`src/rtl/div_ctrl_pkg.sv`:
```
// Shared constants for the DIV/DIVU sequencer and the ALU it borrows.
package div_ctrl_pkg;

  localparam logic [2:0] ALU_AND = 3'b000;
  localparam logic [2:0] ALU_OR  = 3'b001;
  localparam logic [2:0] ALU_ADD = 3'b010;
  localparam logic [2:0] ALU_SUB = 3'b110;
  localparam logic [2:0] ALU_SLT = 3'b111;

  typedef enum logic [2:0] {
    StIdle,
    StPrep,
    StIter,
    StFix,
    StDone
  } div_state_e;

  // Two's-complement negation, kept local to the divider.
  function automatic logic [31:0] neg32(input logic [31:0] x);
    return ~x + 32'd1;
  endfunction

endpackage

```
`src/rtl/div_ctrl_alu.sv`:
```
// 32-bit execute-stage ALU (and/or/add/sub/slt); the divider uses only subtract.
module alu
  import div_ctrl_pkg::*;
(
  input  logic [31:0] a,
  input  logic [31:0] b,
  input  logic [2:0]  op,
  output logic [31:0] y,
  output logic        overflow,
  output logic        zero
);

  logic [31:0] b_eff;
  logic [31:0] sum;

  // op[2] selects subtraction as a + ~b + 1.
  assign b_eff    = op[2] ? ~b : b;
  assign sum      = a + b_eff + {31'd0, op[2]};
  assign overflow = (a[31] == b_eff[31]) && (sum[31] != a[31]);

  always_comb begin
    y = '0;
    case (op)
      ALU_AND: y = a & b;
      ALU_OR:  y = a | b;
      ALU_ADD: y = sum;
      ALU_SUB: y = sum;
      ALU_SLT: y = {31'd0, sum[31] ^ overflow};
      default: y = '0;
    endcase
  end

  assign zero = (y == 32'd0);

endmodule

```
`src/rtl/div_ctrl.sv`:
```
// Iterative restoring DIV/DIVU sequencer: 32 subtract steps on a shared ALU,
// remainder to hi, quotient to lo, busy/done handshake for the EX stall.
module div_ctrl
  import div_ctrl_pkg::*;
#(
  parameter int unsigned WIDTH = 32
) (
  input  logic             clk,
  input  logic             rst,
  input  logic             start,
  input  logic             signed_div,
  input  logic [WIDTH-1:0] a,
  input  logic [WIDTH-1:0] b,
  input  logic             cancel,
  output logic             busy,
  output logic             done,
  output logic [WIDTH-1:0] hi,
  output logic [WIDTH-1:0] lo,
  output logic             div_zero
);

  div_state_e       state_q, state_d;
  logic [4:0]       count_q;
  logic [WIDTH-1:0] r_q, q_q, dmag_q;
  logic             qneg_q, rneg_q, sgn_q;

  logic [WIDTH-1:0] rs;
  logic [WIDTH-1:0] alu_a, alu_b, alu_y;
  logic [2:0]       alu_op;
  logic             borrow;
  logic             alu_ovf, alu_zero;
  logic             unused_alu_flags;

  alu u_alu (
    .a        (alu_a),
    .b        (alu_b),
    .op       (alu_op),
    .y        (alu_y),
    .overflow (alu_ovf),
    .zero     (alu_zero)
  );

  assign unused_alu_flags = alu_ovf ^ alu_zero;

  assign rs = {r_q[WIDTH-2:0], q_q[WIDTH-1]};
  // Unsigned rs < |b| recovered from the ALU difference and the operand MSBs.
  assign borrow = (~rs[WIDTH-1] & dmag_q[WIDTH-1]) |
                  (~(rs[WIDTH-1] ^ dmag_q[WIDTH-1]) & alu_y[WIDTH-1]);

  always_ff @(posedge clk or posedge rst) begin
    if (rst) begin
      state_q <= StIdle;
    end else begin
      state_q <= state_d;
    end
  end

  always_comb begin
    state_d = state_q;
    if (cancel) begin
      state_d = StIdle;
    end else begin
      case (state_q)
        StIdle, StDone: begin
          if (start) begin
            state_d = (b == '0) ? StDone : StPrep;
          end else begin
            state_d = StIdle;
          end
        end
        StPrep: state_d = StIter;
        StIter: if (count_q == 5'd31) state_d = StFix;
        StFix:  state_d = StDone;
        default: state_d = StIdle;
      endcase
    end
  end

  always_comb begin
    busy   = (state_q == StPrep) || (state_q == StIter) || (state_q == StFix);
    done   = (state_q == StDone);
    alu_a  = '0;
    alu_b  = '0;
    alu_op = ALU_ADD;
    if (state_q == StIter) begin
      alu_a  = rs;
      alu_b  = dmag_q;
      alu_op = ALU_SUB;
    end
  end

  // q and dmag first hold the raw operands, then their magnitudes after PREP.
  always_ff @(posedge clk or posedge rst) begin
    if (rst) begin
      count_q  <= '0;
      r_q      <= '0;
      q_q      <= '0;
      dmag_q   <= '0;
      qneg_q   <= 1'b0;
      rneg_q   <= 1'b0;
      sgn_q    <= 1'b0;
      hi       <= '0;
      lo       <= '0;
      div_zero <= 1'b0;
    end else if (!cancel) begin
      case (state_q)
        StIdle, StDone: begin
          if (start) begin
            sgn_q  <= signed_div;
            q_q    <= a;
            dmag_q <= b;
            if (b == '0) begin
              hi       <= '0;
              lo       <= '0;
              div_zero <= 1'b1;
            end else begin
              div_zero <= 1'b0;
            end
          end
        end
        StPrep: begin
          qneg_q  <= sgn_q & (q_q[WIDTH-1] ^ dmag_q[WIDTH-1]);
          rneg_q  <= sgn_q & q_q[WIDTH-1];
          q_q     <= (sgn_q & q_q[WIDTH-1]) ? neg32(q_q) : q_q;
          dmag_q  <= (sgn_q & dmag_q[WIDTH-1]) ? neg32(dmag_q) : dmag_q;
          r_q     <= '0;
          count_q <= '0;
        end
        StIter: begin
          r_q     <= borrow ? rs : alu_y;
          q_q     <= {q_q[WIDTH-2:0], ~borrow};
          count_q <= count_q + 5'd1;
        end
        StFix: begin
          lo <= qneg_q ? neg32(q_q) : q_q;
          hi <= rneg_q ? neg32(r_q) : r_q;
        end
        default: ;
      endcase
    end
  end

endmodule
```
`config.mk`:
```
export PLATFORM = sky130hd
export DESIGN_NAME = div_ctrl
export DESIGN_NICKNAME = d
export VERILOG_FILES = /design/src/rtl/div_ctrl_pkg.sv /design/src/rtl/div_ctrl_alu.sv /design/src/rtl/div_ctrl.sv
export SDC_FILE = /design/constraint.sdc
export NUM_CORES = 1
export LEC_CHECK = 0
export BUFFER_PORTS_ARGS = -buffer_cell sky130_fd_sc_hd__buf_2
export CAP_MARGIN = 20
export CORE_ASPECT_RATIO = 0.8
export CORE_UTILIZATION = 45
export CTS_CLUSTER_DIAMETER = 120
export DETAILED_ROUTE_END_ITERATION = 6
export GPL_TIMING_DRIVEN = 0
export SKIP_LAST_GASP = 1
export SLEW_MARGIN = 20
export SYNTH_ARGS = -nofsm -noshare
export SYNTH_HDL_FRONTEND = slang
export SYNTH_SLANG_ARGS = --single-unit
export TNS_END_PERCENT = 10
```
`constraint.sdc`:
```
create_clock -name clk -period 7.2 [get_ports clk]
set_clock_uncertainty 0.2 [all_clocks]
set_input_delay 1.08 -clock clk [delete_from_list [all_inputs] [get_ports clk]]
set_output_delay 1.08 -clock clk [all_outputs]
set_load 0.1 [all_outputs]
```
==> tab_implementation.tex, run 1 <==
\begin{tabular}{lr}
\hline
Metric & Value \\
\hline
\multicolumn{2}{l}{\textbf{Die}} \\
\quad Number of primary I/O pins & 136 \\
\quad Placeable core region & 0.0246 mm\^{}2 \\
\quad Rows & 51 \\
\quad Chip width & 180 um \\
\quad Total Die Area & 0.0261 mm\^{}2 \\
\quad Vert. Die Dim & 145 um \\
\quad Starting density of the core & 46.4\% \\
\multicolumn{2}{l}{\textbf{Clock network}} \\
\quad Post-CTS Setup Inserts & 0 \\
\quad Num Clock Sinks & 172 \\
\quad Clock root buffer master & clkbuf\_16 \\
\quad Count of H-tree levels built during CTS & 4 \\
\quad Longest Clk Path Bufs & 2 \\
\quad CTS hold repair buffers & 0 \\
\quad CTS tree & done \\
\quad \# resized after CTS & 0 \\
\quad Number of buffers created by CTS & 17 \\
\quad Worst-Skew Late Latency & 0.44 ns \\
\quad Clock transition at path regs & 0.06 ns \\
\multicolumn{2}{l}{\textbf{Yosys}} \\
\quad Post-synth top area share & 37.6\% \\
\quad Most used DFF post-synth & dfrtp\_1 \\
\quad Sequential share of the synthesized area & 37.6\% \\
\quad Count of state elements after synthesis & 172 \\
\quad Warnings from Yosys & 0 \\
\quad Mapped Cells & 1,365 \\
\quad Cell taking the most area after synthesis & dfrtp\_1 \\
\quad Most common cell in the synthesized netlist & nand2\_1 \\
\quad Synthesized net count & 1,471 \\
\quad Count of flip-flops with a built-in enable after synthesis & 0 \\
\quad Commonest cells in the netlist & nand2\_1, o21ai\_0, dfrtp\_1 \\
\quad Avg Cell Area, Syn & 8.38 um\^{}2 \\
\quad Share of flip-flops with an asynchronous set or reset after synthesis & 100\% \\
\quad Largest cells by area after synthesis & dfrtp\_1, o21ai\_0, nand2\_1, xor2\_1, ha\_1 \\
\quad Cell Area, Synth & 0.0114 mm\^{}2 \\
\quad Number of unique standard cell types used by synthesis & 80 \\
\multicolumn{2}{l}{\textbf{Global route}} \\
\quad Total GRT Usage & 27.6\% \\
\quad Largest net degree at the start of global routing & 101 \\
\quad Final global-route overflow total & 0 \\
\quad Number of antenna violations at the first check in global routing & 0 \\
\quad Via count of the first global-routing pass & 9,787 \\
\quad Wire length of the first global-routing pass & 55,900 um \\
\multicolumn{2}{l}{\textbf{Worst setup path}} \\
\quad Capturing instance or port of the critical path & r\_q[14] \\
\quad Endpoint arrival time on the critical path & 5.71 ns \\
\quad Startpoint class of the critical path & register \\
\quad Setup slack on the worst flop-to-flop path & 1.59 ns \\
\quad Worst R2R Path Depth & 16 \\
\quad Data required time at the worst endpoint & 7.30 ns \\
\quad Crit Path Class & register to register \\
\quad Launching element of the worst setup path & state\_q[2] \\
\quad Highest net fanout along the worst path & 10 \\
\quad Critical Path End Type & register \\
\quad Worst R2R End & r\_q[14] \\
\quad Source of the worst register-to-register timing path & state\_q[2] \\
\multicolumn{2}{l}{\textbf{Placement}} \\
\quad I/O Buffers & 135 \\
\quad Weighted congestion reported at the end of routability-driven placement & 0.928 \\
\quad Dpl hpwl & 26,800 um \\
\multicolumn{2}{l}{\textbf{STA}} \\
\quad Total setup violations reported at the end of the flow & 0 \\
\quad Final min period & 5.61 ns \\
\quad Worst hold slack across all endpoints & 0.271 ns \\
\quad Worst-case headroom to the max-slew limit & 41.9\% \\
\quad Final hold violation count & 0 \\
\quad Setup repair after global routing missed its margin & false \\
\quad Share of the clock period used by the worst path after layout & 77.9\% \\
\quad Highest Clock Rate & 178 MHz \\
\quad Actual transition at the worst max-transition pin & 0.872 ns \\
\quad Pins Over Slew Limit & 0 \\
\multicolumn{2}{l}{\textbf{Drt}} \\
\quad Vias per cell & 5.91 \\
\quad Total Wirelength & 35,500 um \\
\quad First DRT Iteration DRCs & 1,116 \\
\quad Number of detailed-route iterations in the first pass & 7 \\
\quad Number of nets still failing antenna checks after routing & 0 \\
\quad Wire length per cell after detailed routing & 19.2 um \\
\quad Vias post-DR & 10,900 \\
\quad Count of unresolved DRC violations after routing & 0 \\
\multicolumn{2}{l}{\textbf{Power and ir drop}} \\
\quad Leak pwr & 5.86 nW \\
\quad Design Power & 0.00414 W \\
\quad Cell area power density & 314 mW/mm\^{}2 \\
\quad Worst IR Drop VDD & 0.000233 V \\
\multicolumn{2}{l}{\textbf{Status}} \\
\quad Status & finished clean \\
\multicolumn{2}{l}{\textbf{Cells and area}} \\
\quad Count of nets after finishing & 1,626 \\
\quad Layout overhead on the synthesized area & 15.0\% \\
\quad Number of fillers in the final layout & 2,393 \\
\quad Layout cells sized above 1 & 14.0\% \\
\quad ANT cells & 0 \\
\multicolumn{2}{l}{\textbf{Worst hold path}} \\
\quad Class of the worst hold path & register to register \\
\multicolumn{2}{l}{\textbf{Job}} \\
\quad Number of maximum-capacitance violations & 0 \\
\hline
\end{tabular}
## kinds of logic (layout without fill, tap and decap cells)
logic type	count (synthesis)	after routing	synth area share, %
XOR/XNOR	90	90	6.89
adder cells (fa/ha/maj)	37	37	4.11
AND/OR/NAND/NOR	532	532	23.2
buffers and inverters	122	290	4.40
multiplexers	19	19	1.66
flip-flops	172	172	37.6
AO/OA/AOI/OAI	393	393	22.1
## how the worst min path moves through the flow
stage	slack (ns)	to	cells after the start	from
2_1_floorplan	0.24	count_q[3]	1	count_q[3]
3_3_place_gp	0.26	hi[14]	2	hi[14]
3_5_place_dp	0.26	div_zero	1	div_zero
4_1_cts	0.28	hi[20]	2	hi[20]
5_1_grt	0.29	hi[12]	2	hi[12]
6_report	0.27	hi[17]	2	hi[17]
## layout make-up
class	count	area (um^2)	area share, %
timing repair buffer	136	703	5.35
multi-input combinational	1071	6640	50.5
sequential	172	4300	32.7
clock inverter	8	109	0.828
inverter	23	93.8	0.714
buffer	99	417	3.17
clock buffer	24	492	3.74
tap	318	398	3.03
## through the flow
step	setup slack (ns)	setup TNS (ns)	cell area (um^2)	cells	utilization, %
floorplan	1.26	0	11400	1365	-
CTS	1.64	0	13200	1851	53.4
global placement	-0.974	-162.65	12500	1818	50.8
detailed placement	1.71	0	12600	1819	51.0
finish	1.59	0	13200	1851	53.4
global route	1.22	0	13200	1851	53.4
## report_power, final
group / switching (W) / internal, W / leakage [nW]
registers: 0.000233 / 0.00118 / 2.26
clock network: 0.000396 / 0.000551 / 0.295
logic: 0.00134 / 0.000437 / 3.31
## routing by layer
metal	up-vias	track usage (%)	part of all wire, %
met1	5224	44.3	53
met2	438	37.7	39
li1	5248	-	-
met3	22	4.41	7.2
met4	0	5.71	0.89
met5	-	0	0
## flip-flops by register name, summed over array words and instances (netlist names)
name / cells
qneg_q: 1
r_q: 32
count_q: 5
state_q: 3
dmag_q: 32
lo: 32
hi: 32
div_zero: 1
sgn_q: 1
q_q: 32
rneg_q: 1
## worst max-delay path, cell delays in order (launching register included)
cell	delay (ns)
dfrtp_1	0.59
or2_2	0.18
clkbuf_1	0.30
clkbuf_1	0.48
buf_1	0.38
nor2_1	0.11
ha_1	0.36
nand2_1	0.09
o32ai_1	0.49
a32oi_1	0.23
o41ai_2	0.54
a211oi_1	0.15
a211oi_1	0.30
buf_2	0.33
buf_2	0.36
mux2i_1	0.25
o21ai_0	0.11
## layout by cell type (no fill, tap or decap), drive strengths merged, types with 19 or more instances in the layout
master,netlist,routed
clkbuf,79,103
buf,20,156
dfrtp,172,172
a221oi,29,29
nand2,208,208
nor2,105,105
xor2,69,69
ha,36,36
nor3,35,35
a221o,22,22
and2,29,29
o21ai,206,206
xnor2,21,21
a21oi,28,28
or3,33,33
inv,23,23
nor3b,29,29
mux2i,19,19
Power figures use the tool's default switching activity.
==> run 2, diff against run 1 <==
--- a/config.mk
+++ b/config.mk
@@ -5,6 +5,7 @@
 export SDC_FILE = /design/constraint.sdc
 export NUM_CORES = 1
 export LEC_CHECK = 0
+export ABC_AREA = 1
 export BUFFER_PORTS_ARGS = -buffer_cell sky130_fd_sc_hd__buf_2
 export CAP_MARGIN = 20
 export CORE_ASPECT_RATIO = 0.8
@@ -12,6 +13,7 @@
 export CTS_CLUSTER_DIAMETER = 120
 export DETAILED_ROUTE_END_ITERATION = 6
 export GPL_TIMING_DRIVEN = 0
+export PLACE_DENSITY = 0.66
 export SKIP_LAST_GASP = 1
 export SLEW_MARGIN = 20
 export SYNTH_ARGS = -nofsm -noshare
==> constraint.sdc (replaced) <==
create_clock -name clk -period 4.5 [get_ports clk]
set_clock_uncertainty 0.2 [all_clocks]
set_input_delay 0.675 -clock clk [delete_from_list [all_inputs] [get_ports clk]]
set_output_delay 0.675 -clock clk [all_outputs]
set_load 0.1 [all_outputs]
==> run 2 against run 1 <==
Effect of this change: clock power rose by 70%; critical path depth up 5; combinational power grew to 2.9 times the previous value; first-iteration DRC count down 5.6%; total power increased by 130%; sequential share of layout area fell by 2.0 points; largest power group unchanged.
==> tab_implementation.tex, run 2 <==
\begin{tabular}{lr}
\hline
Metric & Value \\
\hline
\multicolumn{2}{l}{\textbf{Status}} \\
\quad Status & finished clean \\
\multicolumn{2}{l}{\textbf{Worst setup path}} \\
\quad Data required time at the worst endpoint & 4.63 ns \\
\quad Critical Path End Type & register \\
\quad Startpoint class of the critical path & register \\
\quad Highest net fanout along the worst path & 10 \\
\quad Crit Path Class & register to register \\
\quad Endpoint arrival time on the critical path & 4.27 ns \\
\multicolumn{2}{l}{\textbf{Worst hold path}} \\
\quad Class of the worst hold path & input port to asynchronous set/reset pin \\
\multicolumn{2}{l}{\textbf{Job}} \\
\quad Number of maximum-capacitance violations & 0 \\
\multicolumn{2}{l}{\textbf{STA}} \\
\quad Pins Over Slew Limit & 0 \\
\quad Share of the clock period used by the worst path after layout & 91.9\% \\
\quad Total setup violations reported at the end of the flow & 0 \\
\quad Setup repair after global routing missed its margin & false \\
\quad Final Worst Setup Slack & 0.366 ns \\
\quad Actual transition at the worst max-transition pin & 1.08 ns \\
\quad Final hold violation count & 0 \\
\quad Final min period & 4.13 ns \\
\quad Highest Clock Rate & 242 MHz \\
\quad Worst-case headroom to the max-slew limit & 27.6\% \\
\multicolumn{2}{l}{\textbf{Power and ir drop}} \\
\quad Internal power component & 0.00426 W \\
\quad Relative contribution of sequential cells to total power & 28.9\% \\
\quad Fraction of power consumed by combinational cells & 54.3\% \\
\quad Switch Pwr & 0.00529 W \\
\quad Fraction of power consumed by the clock network & 16.8\% \\
\quad Design Power & 0.00955 W \\
\quad Switching share of power & 55.4\% \\
\quad Leak pwr & 6.99 nW \\
\quad Worst IR Drop VDD & 0.000611 V \\
\quad Cell area power density & 681 mW/mm\^{}2 \\
\multicolumn{2}{l}{\textbf{Placement}} \\
\quad I/O Buffers & 134 \\
\quad Cell area reported after detailed placement & 0.0134 mm\^{}2 \\
\quad Dpl hpwl & 32,600 um \\
\quad Weighted congestion reported at the end of routability-driven placement & 0.967 \\
\quad Pre-CTS worst setup slack & -0.203 ns \\
\multicolumn{2}{l}{\textbf{Die}} \\
\quad Vert. Die Dim & 149 um \\
\quad Placeable core region & 0.0264 mm\^{}2 \\
\quad Starting density of the core & 45.9\% \\
\quad Total Die Area & 0.0276 mm\^{}2 \\
\quad Rows & 53 \\
\quad Chip width & 185 um \\
\quad Number of primary I/O pins & 136 \\
\multicolumn{2}{l}{\textbf{Cells and area}} \\
\quad Top library cells by usage in the layout, fill and taps aside & nand2\_1, inv\_1, nor2\_1 \\
\quad Layout cells sized above 1 & 11.1\% \\
\quad Leading cell type in the layout, fill and taps excluded & nand2\_1 \\
\quad ANT cells & 0 \\
\quad Final cell utilization of the core & 53.2\% \\
\quad Non-Filler Cell Area, Final & 0.0140 mm\^{}2 \\
\quad Count of nets after finishing & 2,017 \\
\quad Layout overhead on the synthesized area & 15.7\% \\
\multicolumn{2}{l}{\textbf{Drt}} \\
\quad Number of nets still failing antenna checks after routing & 0 \\
\quad Number of detailed-route iterations in the first pass & 5 \\
\quad Total Wirelength & 40,800 um \\
\quad Vias per cell & 5.48 \\
\quad Vias post-DR & 12,500 \\
\quad First DRT Iteration DRCs & 1,053 \\
\quad Count of unresolved DRC violations after routing & 0 \\
\quad Wire length per cell after detailed routing & 17.9 um \\
\multicolumn{2}{l}{\textbf{Clock network}} \\
\quad Clock transition at path regs & 0.07 ns \\
\quad Num Clock Sinks & 172 \\
\quad Clock root buffer master & clkbuf\_16 \\
\quad CTS tree & done \\
\quad Worst-Skew Late Latency & 0.45 ns \\
\quad CTS hold repair buffers & 0 \\
\quad Number of buffers created by CTS & 17 \\
\quad Longest Clk Path Bufs & 2 \\
\quad Count of H-tree levels built during CTS & 4 \\
\multicolumn{2}{l}{\textbf{Yosys}} \\
\quad Commonest cells in the netlist & nand2\_1, inv\_1, nor2\_1 \\
\quad Post-synth top area share & 35.5\% \\
\quad Cell Area, Synth & 0.0121 mm\^{}2 \\
\quad Most used DFF post-synth & dfrtp\_1 \\
\quad Share of flip-flops with an asynchronous set or reset after synthesis & 100\% \\
\quad Warnings from Yosys & 0 \\
\quad Share of synthesized area spent on multiplexers & 0\% \\
\quad Combinational family with the most area after synthesis & simple AND/OR/NAND/NOR gates \\
\quad Number of unique standard cell types used by synthesis & 49 \\
\quad Mapped Cells & 1,751 \\
\quad Most common cell in the synthesized netlist & nand2\_1 \\
\quad Largest cells by area after synthesis & dfrtp\_1, nand2\_1, inv\_1, nor2\_1, nand3\_1 \\
\quad Post-synthesis compound-gate area fraction & 17.4\% \\
\quad Avg Cell Area, Syn & 6.92 um\^{}2 \\
\quad Adder-cell area share of the yosys netlist & 3.88\% \\
\quad Cell taking the most area after synthesis & dfrtp\_1 \\
\quad Count of flip-flops with a built-in enable after synthesis & 0 \\
\quad Sequential share of the synthesized area & 35.5\% \\
\quad Synthesized net count & 1,857 \\
\quad Count of state elements after synthesis & 172 \\
\quad Synthesized-area fraction occupied by and/or/nand/nor cells & 28.9\% \\
\quad Xor/xnor share of the synthesized area & 5.28\% \\
\multicolumn{2}{l}{\textbf{Global route}} \\
\quad Wire length of the first global-routing pass & 63,600 um \\
\quad Number of antenna violations at the first check in global routing & 0 \\
\quad Via count of the first global-routing pass & 11,400 \\
\quad Largest net degree at the start of global routing & 32 \\
\quad Final global-route overflow total & 0 \\
\quad Total GRT Usage & 30.5\% \\
\hline
\end{tabular}
==> run 2: changes by cell type in the layout (fill, tap and decap cells not counted), moves of 24 or more <==
cell	delta
o21ai_1	+41
or3_1	-27
nand3_1	+117
a21oi_1	+49
nor3b_1	-29
inv_1	+179
and2_1	-28
clkbuf_1	-32
nor2_1	+96
a22oi_1	+24
o21ai_0	-84
nand2_1	+216
==> run 2: area by class of cell <==
type                            count  area (um^2)
Multi-Input combinational cell   1301         6730
Inverter                          210          792
Clock inverter                     13          189
Buffer                             67          304
Fill cell                        2723        12400
Clock buffer                       19          443
Tap cell                          357          447
Sequential cell                   172         4300
Timing Repair Buffer              142          821
==> run 2: power by group through the flow <==
stage	Clock [W]	Combinational, W	Sequential (W)
after CTS	0.00163	0.00515	0.00274
after floorplan	0	0.00217	0.00452
after detailed placement	0	0.00512	0.00276
after global routing	0.00170	0.00561	0.00285
final	0.00161	0.00518	0.00276
after global placement	0	0.00505	0.00274
==> run 2: kinds of logic (layout without fill, tap and decap cells) <==
group	after synthesis	in the layout
flip-flops	172	172
AND/OR/NAND/NOR	834	834
XOR/XNOR	73	73
buffers and inverters	278	451
AO/OA/AOI/OAI	357	357
adder cells (fa/ha/maj)	37	37
==> run 2: final timing paths <==
path	from	to	slack, ns	cells past startpoint
max	state_q[2]	r_q[4]	0.37	21
min	rst	lo[14]	0.07	2
max reg2reg	state_q[2]	r_q[4]	0.37	21
min reg2reg	lo[22]	lo[22]	0.28	2
max in group asynchronous	rst	dmag_q[21]	3.08	5
min in group clk	signed_div	sgn_q	0.24	3
==> run 2: timing repair <==
action / in CTS / in global routing
pin swaps: 1 / 0
setup endpoints to repair: 32 / 32
buffers inserted: 2 / 0
gates resized for setup: 1 / 10
gates cloned: 0 / 0
==> run 2: layer usage <==
layer | track usage [%] | part of all wire (%) | vias up
met4 | 6.86 | 1.4 | 0
met1 | 48.1 | 51 | 5799
met3 | 6.74 | 8.9 | 39
met2 | 41.4 | 39 | 500
li1 | - | - | 6161
met5 | 0 | 0 | -
==> run 2: worst max-delay path, stage by stage, from the launching register on <==
cell      delay (ns)
dfrtp_1         0.42
inv_1           0.09
nand2_1         0.12
nor2_4          0.07
inv_2           0.22
buf_4           0.29
clkbuf_2        0.28
nor2_1          0.10
ha_1            0.37
a21oi_1         0.24
o21ai_0         0.17
a21oi_1         0.16
nand2_1         0.17
nand2_1         0.13
nand2_1         0.06
nand2_1         0.10
nand3_2         0.15
nand3_1         0.17
buf_2           0.27
nand2_1         0.08
nand3_1         0.10
nand2_1         0.06
==> run 2: metrics by stage <==
stage                     setup TNS, ns  instances  hold WS (ns)
final                                 0       2281        0.0681
after detailed placement          -4.38       2248         0.262
after floorplan                       0       1751         0.249
after CTS                             0       2282        0.0683
after global placement            -3.25       2242         0.252
after global routing                  0       2281        0.0927
